[src/rtl/fifo_wr_arbiter.sv]
// Round-robin write arbiter: NUM_REQ streaming producers share one
// fifo_sync write port. One requester is granted at a time for a burst of
// up to BURST_LEN beats; writes are gated by the FIFO full flag.
//
// Handshake: a beat moves from requester i into the FIFO in any cycle where
// req_valid[i] and req_ready[i] are both high (that is also fifo_wr_en).
// req_ready[i] depends only on arbiter state and fifo_full, never on
// req_valid, so a producer may hold data stable until it sees ready.
module fifo_wr_arbiter #(
    parameter int NUM_REQ   = 4,
    parameter int DATA_W    = 8,
    parameter int SIZE      = 32,
    parameter int BURST_LEN = 4,
    parameter int ATOMIC    = 0,
    localparam int SIZE_W   = $clog2(SIZE) + 1,
    localparam int ID_W     = (NUM_REQ > 1) ? $clog2(NUM_REQ) : 1,
    localparam int BEAT_W   = $clog2(BURST_LEN) + 1
) (
    input  logic                      clk,
    input  logic                      reset,
    input  logic [NUM_REQ-1:0]        req_valid,
    input  logic [NUM_REQ*DATA_W-1:0] req_data,
    output logic [NUM_REQ-1:0]        req_ready,
    output logic [DATA_W-1:0]         fifo_data_wr,
    output logic                      fifo_wr_en,
    input  logic [SIZE_W-1:0]         fifo_data_count,
    input  logic                      fifo_full,
    output logic                      grant_active,
    output logic [ID_W-1:0]           grant_id,
    output logic                      burst_done
);

    typedef enum logic {
        IDLE  = 1'b0,
        BURST = 1'b1
    } state_t;

    localparam logic [SIZE_W:0]   SIZE_X    = (SIZE_W + 1)'(SIZE);
    localparam logic [SIZE_W:0]   BURST_X   = (SIZE_W + 1)'(BURST_LEN);
    localparam logic [BEAT_W-1:0] LAST_BEAT = BEAT_W'(BURST_LEN - 1);

    state_t              state;
    state_t              state_next;
    logic [ID_W-1:0]     grant_id_next;
    logic [BEAT_W-1:0]   beat_cnt;
    logic [BEAT_W-1:0]   beat_cnt_next;
    logic                grant_active_next;
    logic                burst_done_next;
    logic [ID_W-1:0]     winner;
    logic                winner_found;
    logic [ID_W-1:0]     cand;
    logic [SIZE_W:0]     free_space;
    logic                space_ok;

    // Free space is compared one bit wider than data_count so SIZE itself fits.
    assign free_space = SIZE_X - {1'b0, fifo_data_count};
    assign space_ok   = (ATOMIC == 0) || (free_space >= BURST_X);

    // Route the granted requester to the FIFO write port and raise its ready.
    always_comb begin
        req_ready    = '0;
        fifo_wr_en   = 1'b0;
        fifo_data_wr = '0;
        for (int i = 0; i < NUM_REQ; i++) begin
            if (grant_id == ID_W'(i)) begin
                req_ready[i] = (state == BURST) && !fifo_full;
                fifo_wr_en   = (state == BURST) && !fifo_full && req_valid[i];
                fifo_data_wr = req_data[i*DATA_W +: DATA_W];
            end
        end
    end

    // Cyclic search for the next valid requester, starting just past grant_id.
    always_comb begin
        winner       = '0;
        winner_found = 1'b0;
        cand         = '0;
        for (int k = 1; k <= NUM_REQ; k++) begin
            cand = ID_W'((int'(grant_id) + k) % NUM_REQ);
            if (!winner_found && req_valid[cand]) begin
                winner       = cand;
                winner_found = 1'b1;
            end
        end
    end

    // Next-state logic: arbitrate in IDLE, count beats / stall / release in BURST.
    always_comb begin
        state_next        = state;
        grant_id_next     = grant_id;
        beat_cnt_next     = beat_cnt;
        grant_active_next = grant_active;
        burst_done_next   = 1'b0;
        case (state)
            IDLE: begin
                if (winner_found && space_ok) begin
                    state_next        = BURST;
                    grant_id_next     = winner;
                    beat_cnt_next     = '0;
                    grant_active_next = 1'b1;
                end
            end
            BURST: begin
                // A full FIFO freezes the grant; valid is not looked at then.
                if (!fifo_full) begin
                    if (fifo_wr_en && (beat_cnt != LAST_BEAT)) begin
                        beat_cnt_next = beat_cnt + 1'b1;
                    end else begin
                        // Last beat accepted, or the grantee went idle.
                        state_next        = IDLE;
                        grant_active_next = 1'b0;
                        burst_done_next   = 1'b1;
                    end
                end
            end
            default: begin
                state_next        = IDLE;
                grant_active_next = 1'b0;
            end
        endcase
    end

    // State and output registers; pointer resets to the last index so 0 wins first.
    always_ff @(posedge clk) begin
        if (reset) begin
            state        <= IDLE;
            grant_id     <= ID_W'(NUM_REQ - 1);
            beat_cnt     <= '0;
            grant_active <= 1'b0;
            burst_done   <= 1'b0;
        end else begin
            state        <= state_next;
            grant_id     <= grant_id_next;
            beat_cnt     <= beat_cnt_next;
            grant_active <= grant_active_next;
            burst_done   <= burst_done_next;
        end
    end

endmodule

[config.mk]
export PLATFORM = sky130hd
export DESIGN_NAME = fifo_wr_arbiter
export DESIGN_NICKNAME = d
export VERILOG_FILES = /design/src/rtl/fifo_wr_arbiter.sv
export SDC_FILE = /design/constraint.sdc
export NUM_CORES = 1
export LEC_CHECK = 0
export CORE_ASPECT_RATIO = 0.9
export CORE_MARGIN = 10
export CORE_UTILIZATION = 25
export DETAILED_ROUTE_END_ITERATION = 8
export DONT_BUFFER_PORTS = 1
export PLACE_DENSITY_LB_ADDON = 0.25
export SLEW_MARGIN = 20
export SYNTH_ARGS = -nofsm -noshare
export SYNTH_HDL_FRONTEND = slang
export SYNTH_SLANG_ARGS = --single-unit
[constraint.sdc]
create_clock -name clk -period 3.65 [get_ports clk]
set_clock_uncertainty 0.15 [all_clocks]
set_input_delay 1.095 -clock clk [delete_from_list [all_inputs] [get_ports clk]]
set_output_delay 1.095 -clock clk [all_outputs]
set_load 0.005 [all_outputs]
==> flow_summary.json <==
{
  "ys_ff_latch": 8,
  "p_sw_share_pct": 46.54,
  "p_seq_share_pct": 19.0,
  "wl_per_cell_um": 16.94,
  "synth_seq_area_share_pct": 17.68,
  "drc": 0,
  "synth_nets": 175,
  "dp_cells": 161,
  "dr.pass1.iters": 4,
  "synthesis.area_sq_um": 905.9,
  "pwr-share-clk_pct": 15.9,
  "crit_type": "reg2out",
  "final_cell_mix": "nand2_1, a21oi_1, nand3b_1, o21ai_0, dfxtp_1",
  "grt_pass1_vias": 885,
  "yosysWarningCount": 0,
  "drtIter0Drc": 16,
  "clk_latency_ps": 220,
  "power_density_mw_per_mm2": 672.0,
  "dp_hpwl_mm": 2.328,
  "cts_buffer_depth": 2,
  "worstReg2RegStart": "grant_id[0]",
  "synthCells": 124,
  "die_h_um": 77.11,
  "slew_viol_final": 0,
  "worstHoldPathType": "reg2reg",
  "rsz0062_at_grt": "no",
  "drv_cap": 0,
  "p_int_w": 0.0003483,
  "cts.sinks": 8,
  "power_leakage_nw": 0.3805,
  "wl_met3_um": 368,
  "cp.required_ps": 2400,
  "ctsResizeCount": 0,
  "mostFrequentLayoutCell": "nand2_1",
  "grt-ovfl-total": 0,
  "cts_tree": "built",
  "highest_layer": "met4",
  "dieWidth_um": 83.45,
  "setup_viol_count_final": 0,
  "numCtsBuffers": 3,
  "clk_pin_slew_ps": 40,
  "hp-start": "beat_cnt[2]",
  "holdWs_ps": 306.6,
  "fin_tns_setup_ps": 0,
  "grt_start_max_net_pins": 20,
  "gp_congestion": 0.8098,
  "vias": 875,
  "grt_pass1_wl_mm": 4.402,
  "tightest_slew_ps": 618.9,
  "core_sq_mm": 0.003428,
  "combPwrFrac_pct": 65.1,
  "layout.cells.non_filler": 164,
  "worstRegToRegCells": 8,
  "relSlewSlack_pct": 58.74,
  "worstSetupEndpointType": "primary output",
  "cts_root_buf": "clkbuf_8",
  "r2r_end": "beat_cnt[0]",
  "regArea_sq_um": 160.2,
  "hold_viol": 0,
  "ys_types": 30,
  "hold_path_end": "beat_cnt[2]",
  "start_kind": "register",
  "ios": 62,
  "dp_slack_ps": 600.1,
  "met1_length_mm": 1.264,
  "max_freq_mhz": 305.5,
  "fillers": 372,
  "routed_wl_mm": 2.778,
  "p_sw_w": 0.0003033,
  "antenna_found_initial": 0,
  "start_util_pct": 26.42,
  "ant_nets": 0,
  "ir_worst_vdd_mv": 0.3206,
  "drive_gt1_share_pct": 6.667,
  "setup_ws_ps": 376.4,
  "grt_use_total_pct": 8.092,
  "outcome": "finished, final reports clean",
  "arrival_ps": 2030,
  "area_growth_syn_to_layout_pct": 7.044,
  "fin_crit_ps": 3274,
  "multi_input_area_sq_um": 686.9,
  "h-tree-depth": 1,
  "hold_depth": 2,
  "rrSetupSlack_ps": 1280,
  "wl_met2_mm": 1.134,
  "cp_max_fo": 19,
  "fin_crit_sh_pct": 89.69,
  "cts_hold_buffers": 0,
  "antennaDiodeCount": 0,
  "fp-row-count": 20,
  "postCtsSetupBuffers": 0,
  "nets": 173,
  "synth.avg_cell_area_sq_um": 7.305,
  "placement.io_buffers": 0,
  "die_area_sq_mm": 0.006434,
  "routed_via_density": 5.335
}
kinds of logic after synthesis:
logic type / share of synthesized area [%]
xor+xnor: 0.9670
fa+ha+maj: 8.287
flops: 17.68
compound gates: 24.17
buf+inv: 6.492
mux: 13.40
simple gates: 29.01
final cells by class:
cell class	instances	area share [%]
repair buffers	1	0.7742
clock buffers	3	4.258
flip-flops and latches	8	16.52
well taps	44	5.677
inverters	5	1.935
multi-input cells	103	70.84
routing by layer:
| layer | GRT usage [%] | vias up |
|---|---|---|
| met5 | 0 | - |
| met1 | 9.569 | 385 |
| met3 | 4.541 | 2 |
| met4 | 2.007 | 0 |
| li1 | - | 435 |
| met2 | 12.35 | 53 |
power groups by stage:
| stage | Sequential [W] | Combinational, W | Clock, W |
|---|---|---|---|
| floorplan | 0.000123 | 0.000355 | 0 |
| global placement | 0.000126 | 0.000418 | 0 |
| detailed placement | 0.000127 | 0.000430 | 0 |
| CTS | 0.000125 | 0.000431 | 0.000106 |
| global route | 0.000128 | 0.000483 | 0.000111 |
| finish | 0.000124 | 0.000424 | 0.000104 |
flip-flops by register name, summed over array words and instances (netlist names):
name / cells
grant_active: 1
state: 1
burst_done: 1
grant_id: 2
beat_cnt: 3
critical path, cell delays in order, from the launching register on:
cell and delay, ps:
dfxtp_1 470, inv_1 140, ha_1 400, nand3b_1 240
a21oi_1 200, a21oi_1 80, o21ai_0 270
cell usage after synthesis, drive strengths merged:
master,instances,area share (%)
a21oi,18,9.9
a221oi,2,1.9
a22oi,1,0.83
and2,5,3.5
buf,3,2.3
clkbuf,5,2.1
dfxtp,8,18
ha,6,8.3
inv,5,2.1
mux2i,5,5.5
mux4,3,7.9
nand2,23,9.5
nand2b,3,2.1
nand3b,8,6.6
nor2,5,2.1
nor2b,4,2.8
nor3,2,1.1
nor4,1,0.69
o211ai,1,1.4
o21a,1,0.83
o21ai,9,5.0
o21bai,1,1.2
o2bb2ai,1,0.97
o31a,1,0.97
o32a,1,1.1
or3,1,0.69
xnor2,1,0.97
worst max-delay path by stage:
stage                 startpoint               to  slack (ps)  cells past startpoint
finish               grant_id[1]  fifo_data_wr[3]         380                      6
global route         grant_id[1]  fifo_data_wr[1]         160                      6
CTS                  grant_id[1]  fifo_data_wr[3]         360                      6
detailed placement   grant_id[1]  fifo_data_wr[3]         600                      6
global placement     grant_id[1]  fifo_data_wr[3]         640                      6
floorplan           req_valid[1]       fifo_wr_en         870                      4
through the flow:
stage,instance area (sq um),power (W),util (%)
2_1_floorplan,905.9,0.0004773,-
3_3_place_gp,928.4,0.0005444,27.08
3_5_place_dp,928.4,0.0005567,27.08
4_1_cts,969.7,0.0006622,28.28
5_1_grt,969.7,0.0007221,28.28
6_report,969.7,0.0006516,28.28
No activity file was read; power rests on OpenSTA's default activity.
